<file path="src/rtl/uart_pkg.sv">
// Shared UART definitions: FSM states, frame constants and baud helpers.
package uart_pkg;

  typedef enum logic [2:0] {
    IDLE,
    START,
    DATA,
    PARITY,
    STOP
  } uart_state_e;

  localparam int UART_DATA_BITS = 8;
  // 1: parity bit makes the total count of ones even (bit = XOR of data)
  localparam bit UART_PARITY_EVEN = 1'b1;

  function automatic int calc_clks_per_bit(input int clk_freq, input int baud_rate);
    return clk_freq / baud_rate;
  endfunction

  function automatic logic uart_parity(input logic [UART_DATA_BITS-1:0] d);
    return (^d) ^ !UART_PARITY_EVEN;
  endfunction

endpackage

</file>
<file path="src/rtl/uart_baud_counter.sv">
// Bit-period timer: counts 0..CLKS_PER_BIT-1, flags the last cycle of each bit.
module uart_baud_counter #(
  parameter int CLKS_PER_BIT = 10
) (
  input  logic clk,
  input  logic rst,
  input  logic clear,
  output logic bit_end
);

  localparam int CNT_W = (CLKS_PER_BIT > 1) ? $clog2(CLKS_PER_BIT) : 1;

  logic [CNT_W-1:0] clk_cnt;

  assign bit_end = (clk_cnt == CNT_W'(CLKS_PER_BIT - 1));

  // Wrap only at the end of a bit period; clear holds the count at zero.
  always_ff @(posedge clk or posedge rst) begin
    if (rst)                   clk_cnt <= '0;
    else if (clear || bit_end) clk_cnt <= '0;
    else                       clk_cnt <= clk_cnt + 1'b1;
  end

endmodule

</file>
<file path="src/rtl/uart_transmitter.sv">
// UART transmitter: 1 start, 8 data LSB first, even parity, 1 stop.
// One-byte holding register lets frames run back-to-back with no idle gap.
module uart_transmitter
  import uart_pkg::*;
#(
  parameter int CLK_FREQ     = 100_000_000,
  parameter int BAUD_RATE    = 9600,
  parameter int CLKS_PER_BIT = calc_clks_per_bit(CLK_FREQ, BAUD_RATE)
) (
  input  logic       clk,
  input  logic       rst,
  input  logic [7:0] tx_data,
  input  logic       tx_valid,
  output logic       tx_ready,
  output logic       tx,
  output logic       busy,
  output logic       tx_done
);

  uart_state_e state, state_nx;

  logic [UART_DATA_BITS-1:0] hold_data;
  logic                      hold_full;
  logic [UART_DATA_BITS-1:0] shift_reg;
  logic                      parity;
  logic [2:0]                bit_idx, bit_nx;
  logic                      bit_end;
  logic                      accept;
  logic                      load;
  logic                      tx_d;

  assign tx_ready = !hold_full;
  assign accept   = tx_valid && tx_ready;
  // FSM takes the held byte from IDLE, or straight out of the last stop cycle
  assign load     = hold_full && ((state == IDLE) || ((state == STOP) && bit_end));
  assign busy     = (state != IDLE);
  assign tx_done  = (state == STOP) && bit_end;

  uart_baud_counter #(
    .CLKS_PER_BIT(CLKS_PER_BIT)
  ) u_baud (
    .clk    (clk),
    .rst    (rst),
    .clear  (state == IDLE),
    .bit_end(bit_end)
  );

  // Holding register: accept and drain never collide (accept needs it empty).
  always_ff @(posedge clk or posedge rst) begin
    if (rst) begin
      hold_full <= 1'b0;
      hold_data <= '0;
    end else begin
      if (accept)    hold_data <= tx_data;
      if (accept)    hold_full <= 1'b1;
      else if (load) hold_full <= 1'b0;
    end
  end

  // Frame datapath: byte and parity latched at load, bit index steps per data bit.
  always_ff @(posedge clk or posedge rst) begin
    if (rst) begin
      shift_reg <= '0;
      parity    <= 1'b0;
      bit_idx   <= '0;
    end else if (load) begin
      shift_reg <= hold_data;
      parity    <= uart_parity(hold_data);
      bit_idx   <= '0;
    end else if ((state == DATA) && bit_end) begin
      bit_idx   <= bit_nx;
    end
  end

  // State register.
  always_ff @(posedge clk or posedge rst) begin
    if (rst) state <= IDLE;
    else     state <= state_nx;
  end

  // Next-state logic.
  always_comb begin
    state_nx = state;
    unique case (state)
      IDLE:    if (hold_full) state_nx = START;
      START:   if (bit_end) state_nx = DATA;
      DATA:    if (bit_end && (bit_idx == 3'(UART_DATA_BITS - 1))) state_nx = PARITY;
      PARITY:  if (bit_end) state_nx = STOP;
      STOP:    if (bit_end) state_nx = hold_full ? START : IDLE;
      default: state_nx = IDLE;
    endcase
  end

  // Line value for the upcoming cycle, so the registered tx lines up with state.
  always_comb begin
    bit_nx = bit_idx;
    if ((state == DATA) && bit_end) bit_nx = bit_idx + 3'd1;
    tx_d = 1'b1;
    unique case (state_nx)
      START:   tx_d = 1'b0;
      DATA:    tx_d = shift_reg[bit_nx];
      PARITY:  tx_d = parity;
      default: tx_d = 1'b1;
    endcase
  end

  // Registered line output; reset forces the idle level immediately.
  always_ff @(posedge clk or posedge rst) begin
    if (rst) tx <= 1'b1;
    else     tx <= tx_d;
  end

endmodule

</file>
<file path="config.mk">
export PLATFORM = sky130hd
export DESIGN_NAME = uart_transmitter
export DESIGN_NICKNAME = d
export VERILOG_FILES = /design/src/rtl/uart_pkg.sv /design/src/rtl/uart_baud_counter.sv /design/src/rtl/uart_transmitter.sv
export SDC_FILE = /design/constraint.sdc
export NUM_CORES = 1
export LEC_CHECK = 0
export ABC_AREA = 1
export BUFFER_PORTS_ARGS = -buffer_cell sky130_fd_sc_hd__buf_2
export CORE_MARGIN = 2
export CORE_UTILIZATION = 35
export DETAILED_ROUTE_END_ITERATION = 16
export RECOVER_POWER = 25
export SKIP_CTS_REPAIR_TIMING = 1
export SLEW_MARGIN = 20
export SYNTH_ARGS = -nofsm -noshare
export SYNTH_HDL_FRONTEND = slang
export SYNTH_SLANG_ARGS = --single-unit
</file>
<file path="constraint.sdc">
create_clock -name clk -period 1.5 [get_ports clk]
set_clock_uncertainty 0.1 [all_clocks]
set_input_delay 0.3 -clock clk [delete_from_list [all_inputs] [get_ports clk]]
set_output_delay 0.3 -clock clk [all_outputs]
set_load 0.03 [all_outputs]
</file>
==> out/summary.txt, run 1 <==
Top Layer Used: met4
Max Slew Vio Count: 0
die height: 81.64 µm
met1 WL: 2039 µm
RSZ-0062 raised after global routing: yes
Slew HR: 70.45%
Routed Antenna Nets: 0
overall power: 0.002429 W
IO Port Bufs: 14
WS Path Type: reg2out
DRT Pass-1 Iters: 6
Peak Freq: 529.4 MHz
metal3 WL: 124 µm
Crit. End Element: output pin
vias per cell: 4.617
flops & latches, synth: 39
Tot GR Track Use: 13.67%
first-pass GRT wire length: 6982 µm
CP Launch Point: u_baud.clk_cnt[0]
routed length on met2: 2411 µm
drt first-iter violations: 67
peak per-stage delay on the critical path: 0.39 ns
share of cells above drive strength 1: 48.90%
Post-Place Worst Slack: -0.2594 ns
depth of the most critical reg-to-reg path: 12
Stages on worst setup path: 6
final worst path period share: 125.9%
die width: 81.64 µm
Worst Max-Slew Pin Slew: 0.4433 ns
Mapped Nets: 254
power density cells: 782.1 nW/µm²
number of global-route vias before repair: 1680
routed len/inst: 11.76 µm
CTS tree: built
top-count cell post-synth: dfrtp_1
Static Leak: 1.488 nW
post-DP HPWL: 3261 µm
cell taking the most area after synthesis: dfrtp_1
core area: 5886 µm²
Post-synth top flop: dfrtp_1
failing checks: setup timing
Antenna diodes: 0
Hold Path Origin: tx_data[7]
TritonCTS Buffers: 5
Setup-failing EPs final: 32
Reg clk slew, reported paths: 0.08 ns
Post-Syn Instances: 240
CP required: 1.10 ns
kind of cell adding the most delay to the critical path: simple AND/OR/NAND/NOR gates
crit-path max FO: 4
Worst Path Buf+Inv: 1
critical path cell sequence: ha_4, nand3_4, nor2_4, nand2_4, nor3_4, buf_6
Critical Path AT: 1.49 ns
Fin. Hold Viols: 0
Max Root-Sink Buffers: 2
hold path depth: 2
Post-Syn Area per Cell: 8.790 µm²
DRC: 0
post-synth top area share: 45.08%
Final Util: 52.76%
register area share after synthesis: 46.32%
Critical Path Start Type: flip-flop
Initial Util: 35.84%
clock root cell: clkbuf_8
Seq. cell area: 977.2 µm²
# fillers: 551
H-tree depth: 2
synth top area cells: dfrtp_1 45%, nand2_1 5.3%, nor2_1 5.2%
largest net degree at the start of global routing: 22
Post-synth EDFFs: 0
Synth cell types: 39
IR drop worst, VDD: 586.9 µV
Synth warnings: 0
status: finished with violations
die area: 6664 µm²
P&R area growth vs syn: 47.21%
area of the multi-input gates: 1180 µm²
worst skew pair latency: 0.29 ns
Post-synth top cells: 38 x dfrtp_1, 30 x nand2_1, 29 x nor2_1, 28 x inv_1, 18 x nand3_1
minimum clock period: 1.889 ns
Critical R2R Launch: u_baud.clk_cnt[0]
antenna violations before repair: 0
routed wire length: 4634 µm
async set-reset flop share out of synthesis: 100.0%
worst hold path class: in2reg
NumNets Final: 332
max cap viols: 0
clk sink count: 39
row count: 28
IO Count: 15
Crit-path slowest cell: dfrtp_1
via count: 1819
max reg flops: 14
Overflow after GRT: 0
mapped cell area: 2110 µm²
gpl congestion: 0.8397
final worst slack: -0.3889 ns
## area by class of cell
| cell class | instances | share of cell area (%) |
|---|---|---|
| clock buffers | 5 | 2.216 |
| clock inverters | 3 | 1.410 |
| inverters | 35 | 4.553 |
| multi-input cells | 163 | 37.99 |
| flip-flops and latches | 39 | 31.47 |
| well taps | 75 | 3.022 |
| repair buffers | 74 | 19.34 |
## final timing paths
path | to | slack, ns
hold / removal | hold_data[7] | 0.13
setup / recovery | tx_done | -0.39
max in group asynchronous | tx | 0.40
setup reg to reg | tx | -0.33
hold reg to reg | shift_reg[4] | 0.38
min in group asynchronous | bit_idx[1] | 0.51
## cell usage in the layout (no fill, tap or decap), types with 10 or more instances in the layout
cell type,instances
nand3_1,12
buf_6,12
a21oi_1,10
nor2_1,22
nand2_1,21
buf_2,12
buf_4,46
dfrtp_1,38
inv_1,26
## cells by family after synthesis
family                     synth area share [%]
and+or+nand+nor                           29.48
DFF                                       46.32
buffers and inverters                     7.176
AOI/OAI and AO/OA                         10.97
xor gates and xnor gates                  3.736
adders and majority gates                 1.780
muxes                                    0.5338
## report_power, final
group	internal [W]	total (W)	switching (W)
Clock	0.000495	0.000883	0.000387
Combinational	0.000173	0.000368	0.000195
Sequential	0.00112	0.00118	0.0000538
Total	0.00179	0.00243	0.000636
## metal layers
metal  GRT usage, %  vias up
met5              0        -
met4          5.000        0
met3          3.407        8
met2          23.36       24
met1          16.70      845
li1               -      942
## per-stage QoR
step / std cells / TNS [ns] / hold slack [ns] / area (µm²)
floorplan: 240 / -0.3291 / 0.3460 / 2148
global placement: 370 / -1.914 / 0.2736 / 2635
detailed placement: 370 / -2.272 / 0.2830 / 2635
CTS: 378 / -3.191 / -0.03697 / 2748
global route: 394 / -7.558 / 0.1305 / 3105
finish: 394 / -5.236 / 0.1322 / 3105
Note: power is estimated with default switching activity, not from simulation.
==> run 2, diff against run 1 <==
--- a/config.mk
+++ b/config.mk
@@ -10,6 +10,7 @@
 export CORE_MARGIN = 2
 export CORE_UTILIZATION = 35
 export DETAILED_ROUTE_END_ITERATION = 16
+export PLACE_DENSITY = 0.5
 export RECOVER_POWER = 25
 export SKIP_CTS_REPAIR_TIMING = 1
 export SLEW_MARGIN = 20
==> constraint.sdc (replaced) <==
create_clock -name clk -period 2 [get_ports clk]
set_clock_uncertainty 0.1 [all_clocks]
set_input_delay 0.4 -clock clk [delete_from_list [all_inputs] [get_ports clk]]
set_output_delay 0.4 -clock clk [all_outputs]
set_load 0.03 [all_outputs]
==> run 2 against run 1 <==
The flow now finishes without violations. Total power down 32%. Final area shrank 18%. Critical path depth is the same. Die area is the same. Non-clock buffer count down 39. Hold slack better by 0.12 ns. Worst setup slack better by 0.45 ns. Via count down 9.3%. Register-to-register slack better by 0.47 ns. Routed wire length down 12%. Sequential power is 25% lower. Critical endpoint unchanged. Largest cell class unchanged.
==> out/summary.txt, run 2 (synthesis results as in run 1) <==
clock root cell: clkbuf_8
hold path depth: 2 (unchanged)
IO Count: 15 (unchanged)
Hold Path Sink: hold_data[7]
vias per cell: 4.671 (+1.2%)
worst hold path class: in2reg
Critical R2R Launch: u_baud.clk_cnt[12]
R2R Setup Slk: 0.14 ns (+0.47 ns)
gpl congestion: 0.7596 (-9.5%)
r2r endpoint: shift_reg[6]
DRT Pass-1 Iters: 4 (-2)
Fin. Hold Viols: 0 (unchanged)
Tot GR Track Use: 13.81% (+0.14 points)
row count: 28 (unchanged)
minimum clock period: 1.944 ns
Clk pwr share: 29.9% (-6.4 points)
worst skew pair latency: 0.29 ns (about the same)
largest net degree at the start of global routing: 40 (+82%)
Placement Cell Area: 2301 µm² (-13%)
die height: 81.64 µm (unchanged)
Comb power frac: 16.3% (+1.2 points)
max cap viols: 0 (unchanged)
H-tree depth: 2 (unchanged)
max reg flops: 14 (unchanged)
Sequential Power Share: 53.8% (+5.3 points)
Reg clk slew, reported paths: 0.08 ns (about the same)
first-pass GRT wire length: 7079 µm (+1.4%)
Hold Path Origin: tx_data[7]
die area: 6664 µm² (unchanged)
clk sink count: 39 (unchanged)
CP required: 1.50 ns (+0.40 ns)
Antenna diodes: 0 (unchanged)
crit-path max FO: 5 (+1)
Int Pwr: 0.001204 W (-33%)
# fillers: 599 (+8.7%)
NumNets Final: 293 (-12%)
antenna violations before repair: 0 (unchanged)
Setup TNS Final: 0 ns (+5.236 ns)
power density cells: 642.8 nW/µm² (-18%)
Initial Util: 35.84% (unchanged)
depth of the most critical reg-to-reg path: 10 (-2)
via count: 1649 (-9.3%)
post-route cell area: 2557 µm² (-18%)
Overflow after GRT: 0 (unchanged)
IO Port Bufs: 14 (unchanged)
Sw Pwr: 0.0004403 W (-31%)
WS Path Type: reg2out
Critical Path AT: 1.44 ns (-0.05 ns)
Peak Freq: 514.5 MHz
switch share: 26.78% (+0.60 points)
die width: 81.64 µm (unchanged)
CTS tree: built
final worst slack: 0.05622 ns (+0.4451 ns)
routed len/inst: 11.53 µm (-2.0%)
Post-Place Worst Slack: 0.06852 ns (+0.3279 ns)
CP Launch Point: u_baud.clk_cnt[12]
Static Leak: 1.216 nW (-18%)
TritonCTS Buffers: 5 (unchanged)
P&R area growth vs syn: 21.23%
drt first-iter violations: 74 (+10%)
Slew HR: 34.46% (-36 points)
Crit. End Element: output pin
DRC: 0 (unchanged)
Max Root-Sink Buffers: 2 (unchanged)
Max Slew Vio Count: 0 (unchanged)
routed wire length: 4070 µm (-12%)
share of cells above drive strength 1: 30.22% (-19 points)
number of global-route vias before repair: 1544 (-8.1%)
core area: 5886 µm² (unchanged)
commonest cells after routing, fill and taps aside: 36 x dfrtp_1, 29 x nand2_1, 29 x nor2_1, 27 x inv_1, 19 x buf_4
final worst path period share: 97.19%
Setup-failing EPs final: 0 (-100%)
RSZ-0062 raised after global routing: yes
most common cell after layout, fill and taps aside: dfrtp_1
Routed Antenna Nets: 0 (unchanged)
Critical Path Start Type: flip-flop
post-DP HPWL: 2905 µm (-11%)
Worst Max-Slew Pin Slew: 0.9831 ns (+0.5398 ns)
status: finished, final reports clean
IR drop worst, VDD: 508.3 µV (-13%)
[run 2: cell types whose count changed in the layout (fill, tap and decap cells not counted), sizes merged]
cell	change
bufinv	-1
dlygate4sd3	-1
buf	-37
clkinv	-2
[run 2: worst max path at each step]
stage                   end  cells after the start
finish              tx_done                      6
global route        tx_done                      6
CTS                 tx_done                      6
detailed placement       tx                     10
global placement         tx                     10
floorplan           tx_done                      5
[run 2: routing by layer]
metal | GRT usage [%] | routed length [µm]
met5 | 0 | 0
met4 | 5.500 | 74
met3 | 2.967 | 125
met2 | 22.21 | 1881
met1 | 18.16 | 1989
[run 2: power by group through the flow]
stage / registers (W) / clock network, W / logic (W)
floorplan: 0.000892 / 0 / 0.000223
global placement: 0.000897 / 0 / 0.000277
detailed placement: 0.000899 / 0 / 0.000280
CTS: 0.000884 / 0.000522 / 0.000281
global route: 0.000892 / 0.000560 / 0.000301
finish: 0.000884 / 0.000492 / 0.000268
[run 2: through the flow]
stage / total power [W] / cells / hold slack (ns) / util (%)
global route: 0.001753 / 353 / 0.2382 / 43.45
global placement: 0.001174 / 330 / 0.3357 / 39.09
CTS: 0.001686 / 336 / 0.1322 / 40.33
detailed placement: 0.001179 / 330 / 0.3485 / 39.09
finish: 0.001644 / 353 / 0.2486 / 43.45
floorplan: 0.001115 / 240 / 0.3251 / -
[run 2: worst max-delay path, cell delays in order (launching register included)]
cell     delay, ns
dfrtp_1       0.42
nor2_1        0.12
nand2_2       0.09
nor2_4        0.16
nand2_4       0.08
nor3_2        0.10
buf_4         0.18
[run 2: layout make-up]
type                       count  area (µm²)  share of cell area [%]
tap                           75       93.84                   3.669
clock buffer                   6       72.57                   2.838
sequential                    39       979.7                   38.31
timing repair buffer          35       252.7                   9.883
inverter                      35       131.4                   5.137
multi-input combinational    163        1027                   40.17
